[src/rtl/sync_fifo_pkg.sv]
// ---------------------------------------------------------------------------
// sync_fifo_pkg
// Shared constants and helpers for the parametrised synchronous FIFO.
//   DefaultDataW / DefaultAddrW : default word width and address width
//   calcDepth()                 : number of storage entries for an address width
//   thresholdsLegal()           : checks almost_full / almost_empty thresholds
//                                 against the depth, used at elaboration time
// ---------------------------------------------------------------------------
package sync_fifo_pkg;

  localparam int DefaultDataW = 8;
  localparam int DefaultAddrW = 3;

  // Storage depth is always a power of two so pointers wrap for free.
  function automatic int calcDepth(input int addrW);
    return 1 << addrW;
  endfunction

  // almost_full threshold must lie in 1..DEPTH, almost_empty in 0..DEPTH-1.
  function automatic bit thresholdsLegal(input int addrW, input int afullTh,
                                         input int aemptyTh);
    int depth;
    depth = calcDepth(addrW);
    return (afullTh >= 1) && (afullTh <= depth) &&
           (aemptyTh >= 0) && (aemptyTh <= depth - 1);
  endfunction

endpackage

[src/rtl/ram_dp_regfile.sv]
// ---------------------------------------------------------------------------
// ram_dp_regfile
// Dual-port register-file storage: one synchronous write port and one
// combinational read port. Every entry clears on the asynchronous reset.
// Ports:
//   clk        : clock, rising edge
//   rst_n      : asynchronous active-low reset
//   i_wrEn     : write strobe
//   i_wrAddr   : write address
//   i_wrData   : write data
//   i_rdAddr   : read address
//   o_rdData   : read data (combinational from i_rdAddr)
// ---------------------------------------------------------------------------
module ram_dp_regfile
  import sync_fifo_pkg::*;
#(
  parameter int DATA_W = DefaultDataW,
  parameter int ADDR_W = DefaultAddrW
) (
  input  logic              clk,
  input  logic              rst_n,
  input  logic              i_wrEn,
  input  logic [ADDR_W-1:0] i_wrAddr,
  input  logic [DATA_W-1:0] i_wrData,
  input  logic [ADDR_W-1:0] i_rdAddr,
  output logic [DATA_W-1:0] o_rdData
);

  localparam int DEPTH = calcDepth(ADDR_W);

  logic [DATA_W-1:0] r_mem [DEPTH];

  always_ff @(posedge clk or negedge rst_n) begin
    if (!rst_n) begin
      for (int i = 0; i < DEPTH; i++) begin
        r_mem[i] <= '0;
      end
    end else if (i_wrEn) begin
      r_mem[i_wrAddr] <= i_wrData;
    end
  end

  assign o_rdData = r_mem[i_rdAddr];

endmodule

[src/rtl/sync_fifo_param.sv]
// ---------------------------------------------------------------------------
// sync_fifo_param
// Parametrised single-clock FIFO built from ram_dp_regfile plus pointer,
// occupancy and flag control. One write and one read may be accepted per
// cycle; rejected requests are reported as one-cycle overflow/underflow.
//
// Optional build macro: SYNC_FIFO_FWFT_EN
//   defined   : first-word-fall-through, rd_data shows the head word whenever
//               the FIFO is not empty and rd_en pops it
//   undefined : rd_data is registered and valid one cycle after the read
//
// Ports:
//   clk, rst_n    : clock (rising edge), asynchronous active-low reset
//   wr_en/wr_data : write request and data
//   rd_en         : read request (pop in FWFT mode)
//   rd_data       : read data
//   rd_valid      : rd_data holds a valid word
//   full/empty    : occupancy == DEPTH / == 0
//   almost_full   : occupancy >= AFULL_TH
//   almost_empty  : occupancy <= AEMPTY_TH
//   count         : occupancy, 0..DEPTH
//   overflow      : pulse, write was rejected because the FIFO was full
//   underflow     : pulse, read was rejected because the FIFO was empty
// ---------------------------------------------------------------------------
module sync_fifo_param
  import sync_fifo_pkg::*;
#(
  parameter int DATA_W    = DefaultDataW,
  parameter int ADDR_W    = DefaultAddrW,
  parameter int AFULL_TH  = 6,
  parameter int AEMPTY_TH = 1
) (
  input  logic              clk,
  input  logic              rst_n,
  input  logic              wr_en,
  input  logic [DATA_W-1:0] wr_data,
  input  logic              rd_en,
  output logic [DATA_W-1:0] rd_data,
  output logic              rd_valid,
  output logic              full,
  output logic              empty,
  output logic              almost_full,
  output logic              almost_empty,
  output logic [ADDR_W:0]   count,
  output logic              overflow,
  output logic              underflow
);

  localparam int DEPTH = calcDepth(ADDR_W);

  localparam logic [ADDR_W:0] DepthV     = DEPTH[ADDR_W:0];
  localparam logic [ADDR_W:0] AfullThV   = AFULL_TH[ADDR_W:0];
  localparam logic [ADDR_W:0] AemptyThV  = AEMPTY_TH[ADDR_W:0];
  localparam logic [ADDR_W:0] PtrOne     = (ADDR_W + 1)'(1);

  if (!thresholdsLegal(ADDR_W, AFULL_TH, AEMPTY_TH)) begin : gen_badThresholds
    $error("sync_fifo_param: AFULL_TH or AEMPTY_TH outside legal range");
  end

  // Pointers carry one extra bit above the storage address; the low bits
  // index storage and the top bit toggles on every wrap.
  logic [ADDR_W:0]   r_wrPtr;
  logic [ADDR_W:0]   r_rdPtr;
  logic [ADDR_W:0]   r_count;
  logic              r_full;
  logic              r_empty;
  logic              r_afull;
  logic              r_aempty;
  logic              r_overflow;
  logic              r_underflow;

  logic              w_wrAcc;
  logic              w_rdAcc;
  logic [ADDR_W:0]   w_countNext;
  logic [DATA_W-1:0] w_ramRdData;

  // Accept decisions use the registered flags, so a full FIFO still pops
  // when both requests arrive and an empty FIFO still pushes.
  assign w_wrAcc = wr_en && !r_full;
  assign w_rdAcc = rd_en && !r_empty;

  always_comb begin
    w_countNext = r_count;
    if (w_wrAcc && !w_rdAcc) begin
      w_countNext = r_count + PtrOne;
    end else if (!w_wrAcc && w_rdAcc) begin
      w_countNext = r_count - PtrOne;
    end
  end

  // Every flag is derived from the next occupancy so that all of them line
  // up with count on the same cycle.
  always_ff @(posedge clk or negedge rst_n) begin
    if (!rst_n) begin
      r_wrPtr     <= '0;
      r_rdPtr     <= '0;
      r_count     <= '0;
      r_full      <= 1'b0;
      r_empty     <= 1'b1;
      r_afull     <= 1'b0;
      r_aempty    <= 1'b1;
      r_overflow  <= 1'b0;
      r_underflow <= 1'b0;
    end else begin
      if (w_wrAcc) begin
        r_wrPtr <= r_wrPtr + PtrOne;
      end
      if (w_rdAcc) begin
        r_rdPtr <= r_rdPtr + PtrOne;
      end
      r_count     <= w_countNext;
      r_full      <= (w_countNext == DepthV);
      r_empty     <= (w_countNext == '0);
      r_afull     <= (w_countNext >= AfullThV);
      r_aempty    <= (w_countNext <= AemptyThV);
      r_overflow  <= wr_en && r_full;
      r_underflow <= rd_en && r_empty;
    end
  end

  ram_dp_regfile #(
    .DATA_W (DATA_W),
    .ADDR_W (ADDR_W)
  ) u_ram (
    .clk      (clk),
    .rst_n    (rst_n),
    .i_wrEn   (w_wrAcc),
    .i_wrAddr (r_wrPtr[ADDR_W-1:0]),
    .i_wrData (wr_data),
    .i_rdAddr (r_rdPtr[ADDR_W-1:0]),
    .o_rdData (w_ramRdData)
  );

`ifdef SYNC_FIFO_FWFT_EN
  // Head word is always on the output; rd_en only acknowledges it.
  assign rd_data  = w_ramRdData;
  assign rd_valid = !r_empty;
`else
  logic [DATA_W-1:0] r_rdData;
  logic              r_rdValid;

  // Registered read: capture the head word on the accepting edge and hold
  // it until the next accepted read.
  always_ff @(posedge clk or negedge rst_n) begin
    if (!rst_n) begin
      r_rdData  <= '0;
      r_rdValid <= 1'b0;
    end else begin
      r_rdValid <= w_rdAcc;
      if (w_rdAcc) begin
        r_rdData <= w_ramRdData;
      end
    end
  end

  assign rd_data  = r_rdData;
  assign rd_valid = r_rdValid;
`endif

  assign full         = r_full;
  assign empty        = r_empty;
  assign almost_full  = r_afull;
  assign almost_empty = r_aempty;
  assign count        = r_count;
  assign overflow     = r_overflow;
  assign underflow    = r_underflow;

endmodule

[config.mk]
export PLATFORM = sky130hd
export DESIGN_NAME = sync_fifo_param
export DESIGN_NICKNAME = d
export VERILOG_FILES = /design/src/rtl/sync_fifo_pkg.sv /design/src/rtl/ram_dp_regfile.sv /design/src/rtl/sync_fifo_param.sv
export SDC_FILE = /design/constraint.sdc
export NUM_CORES = 1
export LEC_CHECK = 0
export ABC_AREA = 1
export CORE_AREA = 2 2 118 74
export CTS_BUF_LIST = sky130_fd_sc_hd__clkbuf_4
export CTS_CLUSTER_SIZE = 24
export DETAILED_ROUTE_END_ITERATION = 16
export DIE_AREA = 0 0 120 76
export PLACE_DENSITY = 0.82
export SYNTH_ARGS = -nofsm -noshare
export SYNTH_HDL_FRONTEND = slang
export SYNTH_HIERARCHICAL = 1
export SYNTH_SLANG_ARGS = --single-unit
[constraint.sdc]
create_clock -name clk -period 1.4 [get_ports clk]
set_clock_uncertainty 0.1 [all_clocks]
set_input_delay 0.21 -clock clk [delete_from_list [all_inputs] [get_ports clk]]
set_output_delay 0.21 -clock clk [all_outputs]
set_load 0.01 [all_outputs]
# Word-level counts from Yosys, hierarchy flattened
# Cells that the tools add are included.
dict set report word_totals {
  register_bits 91
  latch_bits 0
  ramBits 0
  rom_bits 0
  inputBits 12
  out_inout_bits 19
  word_cells 51
  mem_count 0
}
dict set report classes {
  n_addsub 4
  mul 0
  div_mod_pow 0
  magnitude_cmp 5
  n_eq_ne 1
  shift 0
  n_mux 8
  n_bitwise 2
  n_reduce_logical 12
}
# operator count
set op_table {}
lappend op_table {{$bwmux 64} 1}
lappend op_table {{$bmux 8 s3} 1}
lappend op_table {{$demux 8 s3} 1}
lappend op_table {{$mux 8} 3}
lappend op_table {{$add 4x1->4 const B} 3}
lappend op_table {{$ge 4x4->1 const B} 2}
lappend op_table {{$mux 4} 2}
lappend op_table {{$not 3->4} 2}
lappend op_table {{$logic_and 1x1->1} 7}
lappend op_table {{$eq 4x4->1 const B} 1}
lappend op_table {{$ge 4x3->1 const B} 1}
lappend op_table {{$le 4x1->1 const B} 1}
lappend op_table {{$logic_not 1->1} 4}
lappend op_table {{$logic_not 4->1} 1}
lappend op_table {{$lt 4x1->1 const B} 1}
lappend op_table {{$sub 4x1->4 const B} 1}

# Depth between registers and ports, before layout
# Gate-level depths: netlist of run 1.
dict set report logic_depth {
  depth_word 7
  depth_mapped 10
  ltp_nobuf 9
}

# By module
# The synthesis of run 1 kept the hierarchy.
# mod n_inst cells_each area_each_um2 seq_area_each_um2
set modules_own_cells {}
lappend modules_own_cells {ram_dp_regfile 1 439 3189.3 1601.5}
lappend modules_own_cells {sync_fifo_param 1 130 1123.6 628.1}

# Least setup slack after synthesis of run 1
# OpenSTA, ideal clock, no wires.
dict set report synth_timing {
  path_type {reg-to-reg}
  startpoint {register r_full (netlist: full)}
  endpoint {register u_ram/r_mem[13] (netlist name)}
  arrival_ps 1302
  path_slack_ps -129
  stages_incl_launch_ff 8
  period_less_slack_ps 1529
  cell_sequence {dfrtp_1 nor2_4 inv_1 nor2_2 nand3_1 buf_2 nand2_1 o21ai_0}
}
dict set report synth_via {
  elab_chain_len 2
}
# element line_no
set synth_rtl {}
lappend synth_rtl {{start: declaration} sync_fifo_param.sv:65} ;# logic r_full;
lappend synth_rtl {{start signal: assignment} sync_fifo_param.sv:112} ;# r_full <= (w_countNext == DepthV);
lappend synth_rtl {{$logic_not 1->1} sync_fifo_param.sv:79} ;# assign w_wrAcc = wr_en && !r_full;
lappend synth_rtl {{$logic_and 1x1->1} sync_fifo_param.sv:79}
lappend synth_rtl {{named net w_wrAcc} sync_fifo_param.sv:72} ;# logic w_wrAcc;
lappend synth_rtl {{end signal: indexed assignment} ram_dp_regfile.sv:39} ;# r_mem[i_wrAddr] <= i_wrData;
lappend synth_rtl {{end: declaration} ram_dp_regfile.sv:31} ;# logic [DATA_W-1:0] r_mem [DEPTH];
# The timed path passes the listed nets, and every way through them passes these cells.
# A chain may end at the register's enable or synchronous reset.

# Worst setup path after layout of run 1
dict set report layout_timing {
  startpoint {register r_count[2] (netlist: count[2])}
  endpoint {register r_aempty (netlist: almost_empty)}
}
dict set report layout_via {
  elab_chain_len 4
}
# element line_no
set layout_rtl {}
lappend layout_rtl {{start: declaration} sync_fifo_param.sv:64} ;# logic [ADDR_W:0] r_count;
lappend layout_rtl {{start signal: assignment} sync_fifo_param.sv:111} ;# r_count <= w_countNext;
lappend layout_rtl {{$sub 4x1->4} sync_fifo_param.sv:87} ;# w_countNext = r_count - PtrOne;
lappend layout_rtl {{$mux 4} sync_fifo_param.sv:86} ;# end else if (!w_wrAcc && w_rdAcc) begin
lappend layout_rtl {{$mux 4 *} sync_fifo_param.sv:84} ;# if (w_wrAcc && !w_rdAcc) begin
lappend layout_rtl {{$le 4x1->1 *} sync_fifo_param.sv:115} ;# r_aempty <= (w_countNext <= AemptyThV);
lappend layout_rtl {{end signal: assignment} sync_fifo_param.sv:115}
lappend layout_rtl {{end: declaration} sync_fifo_param.sv:68} ;# logic r_aempty;
# Mark *: on every way between the ends. The rest lies on a longest branch, timed or not.

==> impl_metrics.ini, run 1 <==
[sta]
max_freq_mhz = 605
rsz0062_at_grt = yes
worst_slew_pin_slew_ns = 0.514
setup-violations-final = 87
hold_viol_final = 0
slew_headroom = 0.657
hold_ws_ns = 0.102
post-route-period-util = 1.18
period_minus_slack_ns = 1.65
setup_ws_ns = -0.253
drv_slew = 0
setup-tns-final_ns = -12.74

[setup_path]
worst_setup_path_end_kind = flop
start_kind = flop
worst-path-max-fanout = 4
worstPathRequired_ns = 1.72
r2r-start = count[2]
crit_arrival_ns = 1.97
crit_type = flop to flop
crit_start = count[2]

[power_and_ir_drop]
ir_drop_mv = 1.43
p_leak_nw = 3.19
finalPower_mw = 16.1
power_density_nw_per_um2 = 2550

[synth]
avgSynthCellArea_sq_um = 7.58
syn-num-nets = 585
synth_seq_cells = 89
ys_seq_area_frac = 0.517
postSynthCellCount = 569
syn-cell-area_sq_um = 4310
ys_warn_count = 6
ys_types = 20

[grt]
met2_usage = 0.417
grt_busiest_layer = met2
gr-usage-all-layers = 0.283
grt_max_degree = 37
grt_use_met3 = 0.0966
grt_pass1_vias = 3927
grt_antenna_before_repair = 0
grt_first_pass_wirelength_um = 19600
grt.overflow.total = 0
met1_usage = 0.392

[route]
drt_iter0_markers = 809
wirelength_um = 16400
dr.pass1.iters = 6
postRouteAntennaNets = 0
vias_per_cell = 5.96
vias = 4583
drc = 0
wire_per_inst_um = 21.3

[floorplan]
boundaryPins = 31
die_y_um = 76
core_area_sq_um = 8170
start_util = 0.528
die_area_sq_um = 9120
std_cell_rows = 26
die_w_um = 120

[clock_tree]
cts_sinks = 89
htreeDepth = 3
cts_max_path_buffers = 2
cts.root.buffer_cell = clkbuf_4
clk_latency_ns = 0.49
cts_tree = yes
cts_buffers = 9
path_clk_slew_ns = 0.15

[status]
status = complete, but fails checks
violations = negative setup slack

[layout]
final_nets = 667
final_cell_mix = nand2_1 (139), inv_1 (84), dfrtp_1 (82), nand2_2 (62), o21ai_1 (33)
final_util = 0.774
layout-drive-gt1-share = 0.415
finalInstanceArea_sq_um = 6320
layout_commonest_cell = nand2_1
area_growth_pct = 46.4

[flow_run]
drv_cap = 0

[placement]
port_buffers = 30
place_congestion = 0.893
hpwl_um = 7600
dpl_cell_area_sq_um = 4950

[worst_hold_path]
hold_path.class = primary input to async pin
-- Yosys cell counts, drive strengths merged --
library cell,count,area [sq um]
nor3,1,16.3
nand2,238,906
clkbuf,4,15.0
inv,94,353
xnor2,4,35.0
o21ai,64,320
nand3,42,220
nor2,12,57.6
dfrtp,87,2180
ha,4,50.1
buf,17,110
dfstp,2,52.6
-- per-layer routing --
layer | vias up | share of wire
met5 | - | 0
met1 | 2189 | 0.36
li1 | 1903 | -
met2 | 359 | 0.46
met4 | 0 | 0.070
met3 | 132 | 0.11
-- final cells by class --
cell class              instances  area, sq um
repair buffers                 88          952
fillers                       477         1850
multi-input cells             369         2470
clock inverters                 4         46.3
well taps                     112          140
flip-flops and latches         89         2240
clock buffers                  12         90.1
diodes                          1         2.50
inverters                      94          383
-- per-stage QoR --
stage | instances | setup slack [ns]
after floorplan | 569 | -0.0421
after global placement | 720 | -0.385
after detailed placement | 720 | -0.398
after CTS | 755 | -0.148
after global routing | 768 | -0.305
final | 769 | -0.253
-- sequential cells by signal, summed over array words and instances (netlist names), 3 cells and up --
register,cells
count,4
r_rdPtr,3
r_wrPtr,3
rd_data,8
u_ram/r_mem,64
-- cell families (layout without fill, tap and decap cells) --
logic type | Yosys count | count (layout) | synth area share
simple gates | 293 | 297 | 0.278
buf+inv | 115 | 198 | 0.111
flops | 89 | 89 | 0.517
compound gates | 64 | 64 | 0.0743
fa+ha+maj | 4 | 4 | 0.0116
xor+xnor | 4 | 4 | 0.00812
other cells | 0 | 1 | 0
-- critical path: stages, from the launching register on --
cell,delay [ns]
dfrtp_2,0.45
buf_4,0.17
inv_1,0.08
nand2_1,0.10
nor2_1,0.16
nand2_2,0.10
nand2_2,0.08
nand2_1,0.09
nand2_4,0.09
nand2_2,0.08
nor2_4,0.11
-- power by group --
| group | switching (mW) | internal (mW) | total, mW |
|---|---|---|---|
| Combinational | 5.88 | 4.00 | 9.88 |
| Clock | 0.919 | 0.597 | 1.52 |
| Sequential | 0.975 | 3.75 | 4.72 |
-- repair_timing --
| item | 4_1_cts | 5_1_grt |
|---|---|---|
| buffers inserted | 15 | 7 |
| hold buffers | 1 | 0 |
| endpoints found under the hold margin | 51 | 0 |
| setup endpoints to repair | 67 | 88 |
| resized for setup | 136 | 237 |
| cloned | 3 | 6 |
| pin swaps | 16 | 65 |
-- path summary, 6_finish.rpt --
| kind | depth (start not counted) | slack (ns) | end |
|---|---|---|---|
| max in group asynchronous | 3 | 0.51 | u_ram/r_mem[16] |
| setup reg to reg | 10 | -0.25 | almost_empty |
| hold / removal | 2 | 0.10 | u_ram/r_mem[54] |
| min in group clk | 3 | 0.21 | u_ram/r_mem[7] |
| hold reg to reg | 2 | 0.39 | rd_data[4] |
| setup / recovery | 10 | -0.25 | almost_empty |
No activity file was read; power rests on OpenSTA's default activity.
==> inputs of run 2 (changes only) <==
==> constraint.sdc (replaced) <==
create_clock -name clk -period 1.4 [get_ports clk]
set_clock_uncertainty 0.1 [all_clocks]
set_input_delay 0.28 -clock clk [delete_from_list [all_inputs] [get_ports clk]]
set_output_delay 0.28 -clock clk [all_outputs]
set_load 0.01 [all_outputs]
==> impl_metrics.ini, run 2 (same netlist as run 1, synthesis figures left out) <==
[sta]
worst_slew_pin_slew_ns = 0.459
rsz0062_at_grt = yes
setup-tns-final_ns = -19.42
setup_ws_ns = -0.363
period_minus_slack_ns = 1.76
drv_slew = 0
post-route-period-util = 1.26
slew_headroom = 0.694
hold_viol_final = 0
max_freq_mhz = 567
setup-violations-final = 100

[clock_tree]
cts_buffers = 9
path_clk_slew_ns = 0.15
cts.root.buffer_cell = clkbuf_4
clk_latency_ns = 0.49
cts_sinks = 89
cts_max_path_buffers = 2
cts_tree = yes
htreeDepth = 3

[setup_path]
crit_type = flop to flop
worstPathRequired_ns = 1.71
cp_slowest_stage_delay_ns = 0.45
worst-path-max-fanout = 6
crit_arrival_ns = 2.08
start_kind = flop
cp_cell_sequence = buf_6 -> nor2_4 -> buf_4 -> buf_12 -> nand3_4 -> nand2_2 -> nand2_1 -> nand2_2 -> nand2_1 -> nor2_1
crit_path_top_delay_cell = dfrtp_2
worst_setup_path_end_kind = flop

[floorplan]
core_area_sq_um = 8170
die_y_um = 76
die_area_sq_um = 9120
boundaryPins = 31
die_w_um = 120
std_cell_rows = 26
start_util = 0.528

[layout]
final_cell_mix = nand2_2 (101), inv_1 (85), dfrtp_1 (84), nand2_1 (76), nand2_4 (53)
largest-register = u_ram/r_mem
n_fill_cell = 376
layout-drive-gt1-share = 0.543
multi_input_area_sq_um = 2870
seqCellArea_sq_um = 2230
layout_commonest_cell = nand2_2
diodes = 0
final_util = 0.848
finalInstanceArea_sq_um = 6920
largest_reg_flops = 64
final_nets = 681
area_growth_pct = 60.5

[flow_run]
drv_cap = 0

[grt]
grt.overflow.total = 0
grt_pass1_vias = 4213
grt_max_degree = 26
grt_first_pass_wirelength_um = 22100
grt_antenna_before_repair = 0
gr-usage-all-layers = 0.323

[route]
vias_per_cell = 6.22
postRouteAntennaNets = 0
drc = 0
drt_iter0_markers = 663
dr.pass1.iters = 5
wirelength_um = 18800
wire_per_inst_um = 24.0
vias = 4864

[power_and_ir_drop]
power_density_nw_per_um2 = 2630
finalPower_mw = 18.2
ir_drop_mv = 1.47
p_leak_nw = 3.43

[placement]
port_buffers = 30
hpwl_um = 7630
place_congestion = 0.909
dpl_cell_area_sq_um = 4950
place_ws_ns = -0.512

[worst_hold_path]
hold_path.class = primary input to flop

[status]
status = complete, but fails checks
violations = negative setup slack
run 2: changes by cell type in the layout (fill, tap and decap cells not counted), sizes merged:
cell,previous run,this run
clkdlybuf4s50,10,9
bufinv,1,3
dlygate4sd2,1,0
nand2,241,242
diode,1,0
clkinv,4,6
dlymetal6s2s,0,1
clkinvlp,1,0
clkbuf,18,12
buf,70,87
run 2: path summary, 6_finish.rpt:
path | cells past startpoint | slack (ns) | end | from
worst max register to register | 10 | -0.36 | empty | full
worst min-delay path | 3 | 0.06 | underflow | rd_en
max in group asynchronous | 3 | 0.53 | rd_data[2] | rst_n
min in group asynchronous | 2 | 0.13 | u_ram/r_mem[54] | rst_n
worst max-delay path | 10 | -0.36 | empty | full
worst min register to register | 2 | 0.42 | u_ram/r_mem[15] | u_ram/r_mem[15]
run 2: metal layers:
metal	global-route usage	up-vias	part of all wire
met5	0	-	0
met4	0.121	0	0.086
met3	0.0876	168	0.11
met2	0.511	441	0.45
met1	0.429	2321	0.35
li1	-	1934	-
run 2: through the flow:
step	instances	hold WS [ns]
2_1_floorplan	569	-0.116
3_3_place_gp	718	0.118
3_5_place_dp	718	0.127
4_1_cts	766	0.139
5_1_grt	782	0.0558
6_report	782	0.0592
run 2: repair_timing:
action                     4_1_cts  5_1_grt
gates resized for setup        230      279
setup endpoints to repair       79       98
buffers inserted                23       15
cloned                           8        7
hold buffers                     1        0
pin swaps                       67       97
hold endpoints to repair        89        0
run 2: layout make-up:
| cell class | instances | area share |
|---|---|---|
| clock buffer | 9 | 0.00976 |
| clock inverter | 7 | 0.0157 |
| inverter | 94 | 0.0553 |
| multi-input combinational | 370 | 0.414 |
| sequential | 89 | 0.323 |
| tap | 112 | 0.0202 |
| timing repair buffer | 101 | 0.162 |
run 2: power by group:
part | internal (mW) | leakage, nW | switching [mW]
combinational | 4.58 | 2.23 | 6.92
clock | 0.889 | 0.0971 | 0.958
sequential | 3.74 | 1.10 | 1.10
total | 9.20 | 3.43 | 8.98
run 2: worst max-delay path: cells and delay by family (launching register included):
family / cells / cell delay, ns
simple gates: 7 / 0.74
flops: 1 / 0.45
buf+inv: 3 / 0.41
